===== config.mk =====
export PLATFORM = sky130hd
export DESIGN_NAME = sdram_port_arbiter_flat
export DESIGN_NICKNAME = d
export VERILOG_FILES = /design/src/rtl/sdram_port_arbiter_pkg.sv /design/src/rtl/sdram_port_arbiter_if.sv /design/src/rtl/sdram_port_arbiter.sv /design/src/flat_wrapper.sv
export SDC_FILE = /design/constraint.sdc
export NUM_CORES = 1
export LEC_CHECK = 0
export CAP_MARGIN = 10
export CORE_MARGIN = 3
export CORE_UTILIZATION = 45
export DETAILED_ROUTE_END_ITERATION = 10
export GPL_TIMING_DRIVEN = 0
export PLACE_DENSITY_LB_ADDON = 0.2
export SLEW_MARGIN = 20
export SYNTH_ARGS = -nofsm -noshare
export SYNTH_HDL_FRONTEND = slang
export SYNTH_SLANG_ARGS = --single-unit

===== constraint.sdc =====
create_clock -name clk -period 7.22 [get_ports clk]
set_input_delay 0.722 -clock clk [delete_from_list [all_inputs] [get_ports clk]]
set_output_delay 0.722 -clock clk [all_outputs]
set_load 0.03 [all_outputs]

===== src/rtl/sdram_port_arbiter_pkg.sv =====
// Shared types and defaults for the SDRAM bridge port arbiter.
package sdram_arb_pkg;

  typedef enum logic [1:0] {IDLE, BUSY, GAP} arb_state_t;
  typedef enum logic [1:0] {CL_INIT, CL_I2S, CL_VID} arb_client_t;

  localparam int DEF_TIMEOUT_CYC = 1023;
  localparam int DEF_ADDR_W      = 25;

endpackage


===== src/rtl/sdram_port_arbiter_if.sv =====
// Bridge-side bus between the arbiter (master) and the SDRAM controller bridge (slave).
interface sdram_port_arbiter_if #(
  parameter int ADDR_W = sdram_arb_pkg::DEF_ADDR_W
);
  logic [ADDR_W-1:0] ar_addr;
  logic [1:0]        ar_be;
  logic              ar_read;
  logic              ar_write;
  logic [15:0]       ar_wrdata;
  logic              ar_ac;
  logic [15:0]       ar_rddata;

  modport master (
    output ar_addr, ar_be, ar_read, ar_write, ar_wrdata,
    input  ar_ac, ar_rddata
  );

  modport slave (
    input  ar_addr, ar_be, ar_read, ar_write, ar_wrdata,
    output ar_ac, ar_rddata
  );
endinterface


===== src/rtl/sdram_port_arbiter.sv =====
// Three-client SDRAM bridge arbiter: loader-exclusive until init_done, then I2S over video.
// One bridge transaction at a time; stalled accesses are aborted by a watchdog counter.
module sdram_port_arbiter
  import sdram_arb_pkg::*;
#(
  parameter int ADDR_W      = DEF_ADDR_W,
  parameter int TIMEOUT_CYC = DEF_TIMEOUT_CYC
) (
  input  logic                 clk,
  input  logic                 reset,
  sdram_port_arbiter_if.master ar,
  input  logic                 init_we,
  input  logic [ADDR_W-1:0]    init_addr,
  input  logic [15:0]          init_wrdata,
  input  logic                 init_done,
  output logic                 init_ac,
  input  logic                 i2s_rd,
  input  logic [ADDR_W-1:0]    i2s_addr,
  output logic [15:0]          i2s_data,
  output logic                 i2s_ac,
  output logic                 i2s_wait,
  input  logic                 vid_rd,
  input  logic [ADDR_W-1:0]    vid_addr,
  output logic [15:0]          vid_data,
  output logic                 vid_ac,
  output logic                 bus_err
);

  localparam int               CNT_W    = (TIMEOUT_CYC > 2) ? $clog2(TIMEOUT_CYC) : 1;
  localparam logic [CNT_W-1:0] CNT_LAST = CNT_W'(TIMEOUT_CYC - 1);

  arb_state_t        state_q, state_d;
  arb_client_t       grant_q, grant_d;
  logic [ADDR_W-1:0] addr_q, addr_d;
  logic [15:0]       wrdata_q, wrdata_d;
  logic              read_q, read_d;
  logic              write_q, write_d;
  logic [CNT_W-1:0]  cnt_q, cnt_d;
  logic [15:0]       i2s_data_q, i2s_data_d;
  logic [15:0]       vid_data_q, vid_data_d;
  logic              init_ac_q, init_ac_d;
  logic              i2s_ac_q, i2s_ac_d;
  logic              vid_ac_q, vid_ac_d;
  logic              bus_err_q, bus_err_d;
  logic [15:0]       rdata_sel;

  always_comb begin
    state_d    = state_q;
    grant_d    = grant_q;
    addr_d     = addr_q;
    wrdata_d   = wrdata_q;
    read_d     = read_q;
    write_d    = write_q;
    cnt_d      = cnt_q;
    i2s_data_d = i2s_data_q;
    vid_data_d = vid_data_q;
    init_ac_d  = 1'b0;
    i2s_ac_d   = 1'b0;
    vid_ac_d   = 1'b0;
    bus_err_d  = bus_err_q;
    rdata_sel  = ar.ar_ac ? ar.ar_rddata : 16'h0000;

    unique case (state_q)
      IDLE: begin
        cnt_d = '0;
        // Until loading completes the loader owns the bus outright.
        if (!init_done) begin
          if (init_we) begin
            grant_d  = CL_INIT;
            addr_d   = init_addr;
            wrdata_d = init_wrdata;
            write_d  = 1'b1;
            state_d  = BUSY;
          end
        end else if (i2s_rd) begin
          grant_d = CL_I2S;
          addr_d  = i2s_addr;
          read_d  = 1'b1;
          state_d = BUSY;
        end else if (vid_rd) begin
          grant_d = CL_VID;
          addr_d  = vid_addr;
          read_d  = 1'b1;
          state_d = BUSY;
        end
      end
      BUSY: begin
        // A timed-out access still completes towards the client, with zero data.
        if (ar.ar_ac || cnt_q == CNT_LAST) begin
          read_d  = 1'b0;
          write_d = 1'b0;
          state_d = GAP;
          if (!ar.ar_ac) bus_err_d = 1'b1;
          case (grant_q)
            CL_INIT: init_ac_d = 1'b1;
            CL_I2S: begin
              i2s_ac_d   = 1'b1;
              i2s_data_d = rdata_sel;
            end
            default: begin
              vid_ac_d   = 1'b1;
              vid_data_d = rdata_sel;
            end
          endcase
        end else begin
          cnt_d = cnt_q + CNT_W'(1);
        end
      end
      GAP:     state_d = IDLE;
      default: state_d = IDLE;
    endcase
  end

  always_ff @(posedge clk or posedge reset) begin
    if (reset) begin
      state_q    <= IDLE;
      grant_q    <= CL_INIT;
      addr_q     <= '0;
      wrdata_q   <= '0;
      read_q     <= 1'b0;
      write_q    <= 1'b0;
      cnt_q      <= '0;
      i2s_data_q <= '0;
      vid_data_q <= '0;
      init_ac_q  <= 1'b0;
      i2s_ac_q   <= 1'b0;
      vid_ac_q   <= 1'b0;
      bus_err_q  <= 1'b0;
    end else begin
      state_q    <= state_d;
      grant_q    <= grant_d;
      addr_q     <= addr_d;
      wrdata_q   <= wrdata_d;
      read_q     <= read_d;
      write_q    <= write_d;
      cnt_q      <= cnt_d;
      i2s_data_q <= i2s_data_d;
      vid_data_q <= vid_data_d;
      init_ac_q  <= init_ac_d;
      i2s_ac_q   <= i2s_ac_d;
      vid_ac_q   <= vid_ac_d;
      bus_err_q  <= bus_err_d;
    end
  end

  assign ar.ar_addr   = addr_q;
  assign ar.ar_be     = 2'b11;
  assign ar.ar_read   = read_q;
  assign ar.ar_write  = write_q;
  assign ar.ar_wrdata = wrdata_q;

  assign init_ac  = init_ac_q;
  assign i2s_ac   = i2s_ac_q;
  assign vid_ac   = vid_ac_q;
  assign i2s_data = i2s_data_q;
  assign vid_data = vid_data_q;
  assign bus_err  = bus_err_q;
  assign i2s_wait = i2s_rd & ~(state_q == BUSY && grant_q == CL_I2S);

endmodule


===== src/flat_wrapper.sv =====
// flat-port wrapper written by rule: the top's interface ports become plain ports
module sdram_port_arbiter_flat import sdram_arb_pkg::*;
#(
  parameter int ADDR_W      = DEF_ADDR_W,
  parameter int TIMEOUT_CYC = DEF_TIMEOUT_CYC
)
  (clk, reset, init_we, init_addr, init_wrdata, init_done, init_ac, i2s_rd, i2s_addr, i2s_data, i2s_ac, i2s_wait, vid_rd, vid_addr, vid_data, vid_ac, bus_err, ar_ar_addr, ar_ar_be, ar_ar_read, ar_ar_write, ar_ar_wrdata, ar_ar_ac, ar_ar_rddata);
  sdram_port_arbiter_if #(.ADDR_W(ADDR_W)) ar_i ();
  input  logic clk;
  input  logic reset;
  input  logic init_we;
  input  logic [ADDR_W-1:0] init_addr;
  input  logic [15:0] init_wrdata;
  input  logic init_done;
  output logic init_ac;
  input  logic i2s_rd;
  input  logic [ADDR_W-1:0] i2s_addr;
  output logic [15:0] i2s_data;
  output logic i2s_ac;
  output logic i2s_wait;
  input  logic vid_rd;
  input  logic [ADDR_W-1:0] vid_addr;
  output logic [15:0] vid_data;
  output logic vid_ac;
  output logic bus_err;
  output wire logic [$bits(ar_i.ar_addr)-1:0] ar_ar_addr;
  output wire logic [$bits(ar_i.ar_be)-1:0] ar_ar_be;
  output wire logic [$bits(ar_i.ar_read)-1:0] ar_ar_read;
  output wire logic [$bits(ar_i.ar_write)-1:0] ar_ar_write;
  output wire logic [$bits(ar_i.ar_wrdata)-1:0] ar_ar_wrdata;
  input wire logic [$bits(ar_i.ar_ac)-1:0] ar_ar_ac;
  input wire logic [$bits(ar_i.ar_rddata)-1:0] ar_ar_rddata;
  assign ar_ar_addr = ar_i.ar_addr;
  assign ar_ar_be = ar_i.ar_be;
  assign ar_ar_read = ar_i.ar_read;
  assign ar_ar_write = ar_i.ar_write;
  assign ar_ar_wrdata = ar_i.ar_wrdata;
  assign ar_i.ar_ac = ar_ar_ac;
  assign ar_i.ar_rddata = ar_ar_rddata;
  sdram_port_arbiter #(.ADDR_W(ADDR_W), .TIMEOUT_CYC(TIMEOUT_CYC)) u_core (.clk(clk), .reset(reset), .ar(ar_i), .init_we(init_we), .init_addr(init_addr), .init_wrdata(init_wrdata), .init_done(init_done), .init_ac(init_ac), .i2s_rd(i2s_rd), .i2s_addr(i2s_addr), .i2s_data(i2s_data), .i2s_ac(i2s_ac), .i2s_wait(i2s_wait), .vid_rd(vid_rd), .vid_addr(vid_addr), .vid_data(vid_data), .vid_ac(vid_ac), .bus_err(bus_err));
endmodule

==> qor.json, run 1 <==
{
  "run_status": {"value": "finished clean"},
  "synth_top_flop_cell": {"value": "sky130_fd_sc_hd__dfrtp_1"},
  "number_of_synthesized_flops_with_an_enable_pin": {"value": 0},
  "drtPass1Iterations": {"value": 4},
  "cpLargestDelayFamily": {"value": "buffers and inverters"},
  "dp.cells": {"value": 678},
  "die_height": {"value": 102, "unit": "um"},
  "yosysTopAreaCell": {"value": "sky130_fd_sc_hd__dfrtp_1"},
  "finish.cell_count_without_fillers": {"value": 694},
  "cell_variety_after_synth": {"value": 46},
  "timing.critical_path.fanout_max": {"value": 10},
  "grt-ovfl-total": {"value": 0},
  "finalSetupViolCount": {"value": 0},
  "gpl.final_weighted_congestion": {"value": 0.802},
  "die_width": {"value": 102, "unit": "um"},
  "path_class": {"value": "in2out"},
  "dp_slack": {"value": 4290, "unit": "ps"},
  "final_worst_path_setup_slack": {"value": 4300, "unit": "ps"},
  "post_synth_instance_area": {"value": 4190, "unit": "sq um"},
  "cts.sink_count": {"value": 93},
  "gr-usage-all-layers": {"value": 22.4, "unit": "%"},
  "drt-total-wl": {"value": 11.8, "unit": "mm"},
  "grt_antenna_before_repair": {"value": 0},
  "num_vias": {"value": 3692},
  "dp_hpwl": {"value": 9.09, "unit": "mm"},
  "clock_path_buffers": {"value": 2},
  "buffer_ports.inserted": {"value": 191},
  "maxSlewHeadroom": {"value": 55.7, "unit": "%"},
  "yosysWarningCount": {"value": 0},
  "critical_path.startpoint_type": {"value": "input port"},
  "post_cts_buffers": {"value": 0},
  "synthesis.instances": {"value": 377},
  "arrival": {"value": 2190, "unit": "ps"},
  "placeableCoreArea": {"value": 8890, "unit": "sq um"},
  "report.final.hold_viol_count": {"value": 0},
  "clk_latency": {"value": 360, "unit": "ps"},
  "post_synth.cell_area_avg": {"value": 11.1, "unit": "sq um"},
  "slowest_delay": {"value": 700, "unit": "ps"},
  "design.final.nets": {"value": 697},
  "power-per-cell-area": {"value": 393, "unit": "nW/um^2"},
  "finClkSkew": {"value": 14.3, "unit": "ps"},
  "max_freq": {"value": 0.343, "unit": "GHz"},
  "root_buffer": {"value": "sky130_fd_sc_hd__clkbuf_8"},
  "timing_worst_slew_pin_value": {"value": 665, "unit": "ps"},
  "final_period_minus_worst_setup_slack": {"value": 2920, "unit": "ps"},
  "yosys_reg_bits": {"value": 93},
  "cts_resized": {"value": 0},
  "hold_path_class": {"value": "reg2reg"},
  "holdBufCountCts": {"value": 0},
  "post_dp_cell_area": {"value": 6260, "unit": "sq um"},
  "worst_setup_hold_path_clk_slew": {"value": 90, "unit": "ps"},
  "leakage_power": {"value": 0.00285, "unit": "uW"},
  "layout_worst_path_cycle_share": {"value": 40.4, "unit": "%"},
  "h-tree-depth": {"value": 3},
  "critical-path-slowest-cell": {"value": "sky130_fd_sc_hd__clkdlybuf4s50_1"},
  "inserted_clock_buffers": {"value": 9},
  "worstPathRequired": {"value": 6500, "unit": "ps"},
  "floorplan.io_pins": {"value": 196},
  "tritoncts": {"value": "done"},
  "drc": {"value": 0},
  "synth.top_cells.by_count": {"value": "sky130_fd_sc_hd__dfrtp_1, sky130_fd_sc_hd__nand2_1, sky130_fd_sc_hd__o21ai_0, sky130_fd_sc_hd__a22o_1, sky130_fd_sc_hd__mux2i_1"},
  "ant_nets": {"value": 0},
  "post-synth-top-count-cell": {"value": "sky130_fd_sc_hd__dfrtp_1"},
  "first_global_vias": {"value": 3732},
  "hold_slack": {"value": 481, "unit": "ps"},
  "irDropWorstVdd": {"value": 0.174, "unit": "mV"},
  "timing.critical_path.cells": {"value": "buf_2 > buf_2 > nor2b_1 > clkdlybuf4s50_1"},
  "worst_setup_path_end_kind": {"value": "output pin"},
  "first_iter_violations": {"value": 172},
  "area.growth.synth_to_final": {"value": 54.5, "unit": "%"},
  "synth_sequential_area_ratio": {"value": 55.6, "unit": "%"},
  "fp.dieArea": {"value": 10500, "unit": "sq um"},
  "grt_max_degree": {"value": 55},
  "grt_first_pass_wirelength": {"value": 18.3, "unit": "mm"},
  "drv_cap": {"value": 0},
  "synthArstFlopShare": {"value": 100, "unit": "%"},
  "yosysTopAreaCellShare": {"value": 55.6, "unit": "%"},
  "cp_num_buf_inv": {"value": 3},
  "floorplan.initialDensity": {"value": 47.1, "unit": "%"},
  "timing_max_transition_violations_final": {"value": 0},
  "drive_gt1_share": {"value": 10.1, "unit": "%"},
  "unrepaired_setup_endpoints_after_global_routing": {"value": "no"},
  "placement_rows": {"value": 34},
  "post-route-cell-area": {"value": 6470, "unit": "sq um"},
  "num_antenna_cells": {"value": 0},
  "via_per_inst": {"value": 5.32},
  "most_numerous_cell_on_the_critical_path": {"value": "sky130_fd_sc_hd__buf_2"},
  "setup_tns": {"value": 0, "unit": "ps"},
  "drt_wl_cell": {"value": 17.0, "unit": "um"},
  "post_synth_main_area_contributors": {"value": "sky130_fd_sc_hd__dfrtp_1, sky130_fd_sc_hd__a22o_1, sky130_fd_sc_hd__mux2i_1"}
}
==> cell type report <==
| type | instances | area, sq um |
|---|---|---|
| fill | 661 | 2420 |
| sequential | 93 | 2330 |
| timing repair buffer | 192 | 1930 |
| multi-input combinational | 249 | 1680 |
| buffer | 28 | 155 |
| clock buffer | 10 | 138 |
| tap | 108 | 135 |
| clock inverter | 6 | 70.1 |
| inverter | 8 | 32.5 |
==> worst reg2reg max path, cell delays in order (launching register included) <==
cell and delay, ps:
sky130_fd_sc_hd__dfrtp_1 450, sky130_fd_sc_hd__inv_1 80, sky130_fd_sc_hd__ha_1 160, sky130_fd_sc_hd__and4_1 240
sky130_fd_sc_hd__a41o_1 180, sky130_fd_sc_hd__buf_4 180, sky130_fd_sc_hd__nand3_4 130, sky130_fd_sc_hd__buf_2 220
sky130_fd_sc_hd__a22o_1 200
==> path summary, 6_finish.rpt <==
| kind | start | end | slack [ps] | cells after the start |
|---|---|---|---|---|
| setup / recovery | i2s_rd | i2s_wait | 4300 | 4 |
| hold / removal | u_core.grant_q[0] | u_core.init_ac | 480 | 1 |
| setup reg to reg | u_core.cnt_q[0] | u_core.vid_data[0] | 5270 | 8 |
| hold reg to reg | u_core.grant_q[0] | u_core.init_ac | 480 | 1 |
| max in group asynchronous | reset | u_core.grant_q[1] | 5750 | 3 |
| min in group asynchronous | reset | u_core.vid_data[1] | 810 | 2 |
==> cell families (layout without fill, tap and decap cells) <==
family / Yosys count / after routing / share of synthesized area, %
buffers and inverters: 36 / 244 / 4.42
DFF: 93 / 93 / 55.6
muxes: 44 / 44 / 11.0
adders and majority gates: 2 / 2 / 0.598
other: 1 / 2 / 0.0896
AOI/OAI and AO/OA: 106 / 106 / 16.5
and+or+nand+nor: 95 / 95 / 11.8
==> where the power goes <==
part           total (uW)  internal [uW]  switching, uW
registers             869            739            130
logic                1310            574            737
clock network         359            171            188
total                2540           1480           1050
==> through the flow <==
stage	power (uW)	util, %
after floorplan	1600	-
after global placement	2160	70.2
after detailed placement	2200	70.4
after CTS	2560	72.7
after global routing	2680	72.7
final	2540	72.7
==> flip-flops by register name, summed over array words and instances, names as in the netlist <==
name                 cells
u_core.init_ac           1
u_core.cnt_q            10
u_core.i2s_ac            1
u_core.ar.ar_wrdata     16
u_core.ar.ar_addr       25
u_core.bus_err           1
u_core.ar.ar_write       1
u_core.state_q           2
u_core.vid_data         16
u_core.i2s_data         16
u_core.ar.ar_read        1
u_core.grant_q           2
u_core.vid_ac            1
==> layer usage <==
layer / GRT usage, % / vias to the layer above / routed length, um
met3: 7.71 / 16 / 1060
li1: - / 1743 / -
met5: 0 / - / 0
met1: 25.7 / 1776 / 4770
met4: 7.57 / 0 / 200
met2: 38.9 / 157 / 5790
==> placed cells by master, fill, tap and decap left out, types with 3 or more instances in the layout <==
cell type                         Yosys  routed
sky130_fd_sc_hd__clkdlybuf4s50_1      0     191
sky130_fd_sc_hd__dfrtp_1             93      93
sky130_fd_sc_hd__nand2_1             61      61
sky130_fd_sc_hd__o21ai_0             54      54
sky130_fd_sc_hd__a22o_1              33      33
sky130_fd_sc_hd__mux2i_1             28      28
sky130_fd_sc_hd__buf_2               14      14
sky130_fd_sc_hd__clkbuf_8             0      10
sky130_fd_sc_hd__mux2_1               9       9
sky130_fd_sc_hd__inv_1                8       7
sky130_fd_sc_hd__mux2_2               7       7
sky130_fd_sc_hd__o21ai_1              6       6
sky130_fd_sc_hd__clkbuf_1             5       5
sky130_fd_sc_hd__buf_4                4       4
sky130_fd_sc_hd__nand3_1              4       4
sky130_fd_sc_hd__a21oi_1              4       4
sky130_fd_sc_hd__nor2_1               3       3
sky130_fd_sc_hd__nor2b_1              3       3
sky130_fd_sc_hd__o311ai_0             3       3
sky130_fd_sc_hd__nand4_1              3       3
sky130_fd_sc_hd__nor3_1               3       3
sky130_fd_sc_hd__clkinvlp_4           0       3
Note: power is estimated with default switching activity, not from simulation.
==> run 2, diff against run 1 <==
Settings changed: CORE_UTILIZATION 45 to 41.
Clock period 7.22 ns to 2.85 ns, I/O delays scaled along.
==> qor.json, run 2 (synthesis results as in run 1) <==
{
  "totalPowerFinal": {"value": 6500, "unit": "uW", "change": "+160%"},
  "dp_hpwl": {"value": 9.10, "unit": "mm", "change": "+0.13%"},
  "post-route-cell-area": {"value": 6520, "unit": "sq um", "change": "+0.74%"},
  "worst_setup_hold_path_clk_slew": {"value": 90, "unit": "ps", "change": "about the same"},
  "worstPathRequired": {"value": 2570, "unit": "ps", "change": "-3930 ps"},
  "critical-path-slowest-cell": {"value": "sky130_fd_sc_hd__clkdlybuf4s50_1"},
  "most-common-layout-cells": {"value": "sky130_fd_sc_hd__clkdlybuf4s50_1, sky130_fd_sc_hd__dfrtp_1, sky130_fd_sc_hd__nand2_1"},
  "drt_wl_cell": {"value": 16.4, "unit": "um", "change": "-3.4%"},
  "drc": {"value": 0, "change": "unchanged"},
  "design.final.nets": {"value": 697, "change": "unchanged"},
  "first_global_vias": {"value": 3759, "change": "+0.72%"},
  "timing.critical_path.fanout_max": {"value": 7, "change": "-3"},
  "final_worst_path_setup_slack": {"value": 460, "unit": "ps", "change": "-3840 ps"},
  "fp.dieArea": {"value": 11500, "unit": "sq um", "change": "+9.2%"},
  "r2r_cells": {"value": 8, "change": "unchanged"},
  "drv_cap": {"value": 0, "change": "unchanged"},
  "report.final.hold_viol_count": {"value": 0, "change": "unchanged"},
  "floorplan.initialDensity": {"value": 42.4, "unit": "%", "change": "-4.6 points"},
  "fill_cells": {"value": 788, "change": "+19%"},
  "drtPass1Iterations": {"value": 4, "change": "unchanged"},
  "first_iter_violations": {"value": 129, "change": "-25%"},
  "placeableCoreArea": {"value": 9860, "unit": "sq um", "change": "+11%"},
  "h-tree-depth": {"value": 3, "change": "unchanged"},
  "total_area_of_multi_input_combinational_cells": {"value": 1680, "unit": "sq um", "change": "unchanged"},
  "finClkSkew": {"value": 6.41, "unit": "ps", "change": "-7.93 ps"},
  "unrepaired_setup_endpoints_after_global_routing": {"value": "no"},
  "timing_max_transition_violations_final": {"value": 0, "change": "unchanged"},
  "critical_path.startpoint_type": {"value": "flip-flop"},
  "num_vias": {"value": 3637, "change": "-1.5%"},
  "power-per-cell-area": {"value": 998, "unit": "nW/um^2", "change": "+150%"},
  "die_width": {"value": 107, "unit": "um", "change": "+4.5%"},
  "final_period_minus_worst_setup_slack": {"value": 2390, "unit": "ps"},
  "drt-total-wl": {"value": 11.8, "unit": "mm", "change": "about the same"},
  "ant_nets": {"value": 0, "change": "unchanged"},
  "timing_worst_slew_pin_value": {"value": 600, "unit": "ps", "change": "-65.0 ps"},
  "largest_register_ffs": {"value": 25, "change": "unchanged"},
  "gpl.final_weighted_congestion": {"value": 0.824, "change": "+2.7%"},
  "via_per_inst": {"value": 5.06, "change": "-4.9%"},
  "cts.sink_count": {"value": 93, "change": "unchanged"},
  "layout_worst_path_cycle_share": {"value": 83.9, "unit": "%"},
  "worst_setup_path_end_kind": {"value": "output pin"},
  "leakage_power": {"value": 0.00287, "unit": "uW", "change": "+0.66%"},
  "cp_num_buf_inv": {"value": 1, "change": "-2"},
  "slowest_delay": {"value": 630, "unit": "ps", "change": "-70 ps"},
  "gr-usage-all-layers": {"value": 21.2, "unit": "%", "change": "-1.2 points"},
  "floorplan.io_pins": {"value": 196, "change": "unchanged"},
  "placement_rows": {"value": 36, "change": "+5.9%"},
  "hold_slack": {"value": 344, "unit": "ps", "change": "-137 ps"},
  "holdBufCountCts": {"value": 0, "change": "unchanged"},
  "clock_path_buffers": {"value": 2, "change": "unchanged"},
  "drive_gt1_share": {"value": 9.90, "unit": "%", "change": "-0.17 points"},
  "reg2reg_setup_slack": {"value": 860, "unit": "ps", "change": "-4410 ps"},
  "num_antenna_cells": {"value": 0, "change": "unchanged"},
  "root_buffer": {"value": "sky130_fd_sc_hd__clkbuf_8"},
  "post_dp_cell_area": {"value": 6290, "unit": "sq um", "change": "+0.50%"},
  "finish.utilization": {"value": 66.0, "unit": "%", "change": "-6.7 points"},
  "grt_first_pass_wirelength": {"value": 19.1, "unit": "mm", "change": "+4.7%"},
  "buffer_ports.inserted": {"value": 191, "change": "unchanged"},
  "inserted_clock_buffers": {"value": 9, "change": "unchanged"},
  "timing.rr.end": {"value": "u_core.vid_data[8]"},
  "maxSlewHeadroom": {"value": 60.0, "unit": "%", "change": "+4.3 points"},
  "die_height": {"value": 107, "unit": "um", "change": "+4.5%"},
  "register_area": {"value": 2330, "unit": "sq um", "change": "unchanged"},
  "cts_resized": {"value": 0, "change": "unchanged"},
  "cpLargestDelayFamily": {"value": "simple AND/OR/NAND/NOR gates"},
  "post_cts_buffers": {"value": 0, "change": "unchanged"},
  "timing.critical_path.cells": {"value": "nand2b_1 > nor3b_2 > nor2b_1 > clkdlybuf4s50_1"},
  "tritoncts": {"value": "done"},
  "path_class": {"value": "reg2out"},
  "final_common_cell": {"value": "sky130_fd_sc_hd__clkdlybuf4s50_1"},
  "grt-ovfl-total": {"value": 0, "change": "unchanged"},
  "grt_max_degree": {"value": 50, "change": "-9.1%"},
  "grt_antenna_before_repair": {"value": 0, "change": "unchanged"},
  "launch_point_of_the_worst_reg_to_reg_path": {"value": "u_core.cnt_q[0]"},
  "irDropWorstVdd": {"value": 0.418, "unit": "mV", "change": "+140%"},
  "arrival": {"value": 2100, "unit": "ps", "change": "-90 ps"},
  "dp_slack": {"value": 792, "unit": "ps", "change": "-3500 ps"},
  "area.growth.synth_to_final": {"value": 55.6, "unit": "%"},
  "run_status": {"value": "finished clean"},
  "clk_latency": {"value": 360, "unit": "ps", "change": "about the same"},
  "hold_path_class": {"value": "in2async"},
  "finalSetupViolCount": {"value": 0, "change": "unchanged"},
  "max_freq": {"value": 0.418, "unit": "GHz"}
}
## run 2: cell types whose count changed in the layout (fill, tap and decap cells not counted)
cell | previous run | this run
sky130_fd_sc_hd__bufinv_16 | 1 | 2
sky130_fd_sc_hd__clkbuf_1 | 5 | 6
sky130_fd_sc_hd__clkinv_2 | 0 | 1
sky130_fd_sc_hd__clkinvlp_4 | 3 | 0
## run 2: cell type report
| type | instances | area share, % |
|---|---|---|
| Buffer | 28 | 2.38 |
| Clock buffer | 11 | 2.17 |
| Clock inverter | 5 | 1.27 |
| Inverter | 8 | 0.499 |
| Multi-Input combinational cell | 249 | 25.8 |
| Sequential cell | 93 | 35.7 |
| Tap cell | 133 | 2.55 |
| Timing Repair Buffer | 192 | 29.7 |
## run 2: worst max-delay path by stage
| stage | startpoint | end | slack (ps) | cells past startpoint |
|---|---|---|---|---|
| floorplan | reset | u_core.ar.ar_addr[0] | 140 | 1 |
| global placement | reset | u_core.ar.ar_addr[14] | -1200 | 2 |
| detailed placement | i2s_rd | i2s_wait | 790 | 4 |
| CTS | u_core.state_q[1] | i2s_wait | 430 | 4 |
| global route | u_core.state_q[1] | i2s_wait | 320 | 4 |
| finish | u_core.state_q[1] | i2s_wait | 460 | 4 |
## run 2: through the flow
step | std cells | setup TNS (ps)
floorplan | 378 | 0
global placement | 702 | -110870
detailed placement | 703 | 0
CTS | 719 | 0
global route | 719 | 0
finish | 719 | 0
## run 2: metal layers
| layer | track usage (%) | routed length, um | up-vias | share of wire, % |
|---|---|---|---|---|
| met1 | 25.1 | 4700 | 1727 | 40 |
| met4 | 6.03 | 173 | 0 | 1.5 |
| li1 | - | - | 1746 | - |
| met2 | 36.3 | 5980 | 148 | 51 |
| met3 | 7.47 | 967 | 16 | 8.2 |
| met5 | 0 | 0 | - | 0 |
## run 2: power by group
part	internal, uW	switching (uW)
clock network	522	461
logic	1460	1870
registers	1870	323
total	3850	2650
## run 2: worst reg2reg max path, stage by stage (launching register included)
cell and delay [ps]:
sky130_fd_sc_hd__dfrtp_1 450, sky130_fd_sc_hd__inv_1 90, sky130_fd_sc_hd__ha_1 170, sky130_fd_sc_hd__and4_1 240
sky130_fd_sc_hd__a41o_1 180, sky130_fd_sc_hd__buf_4 170, sky130_fd_sc_hd__nand3_4 140, sky130_fd_sc_hd__buf_2 240
sky130_fd_sc_hd__a22o_1 210
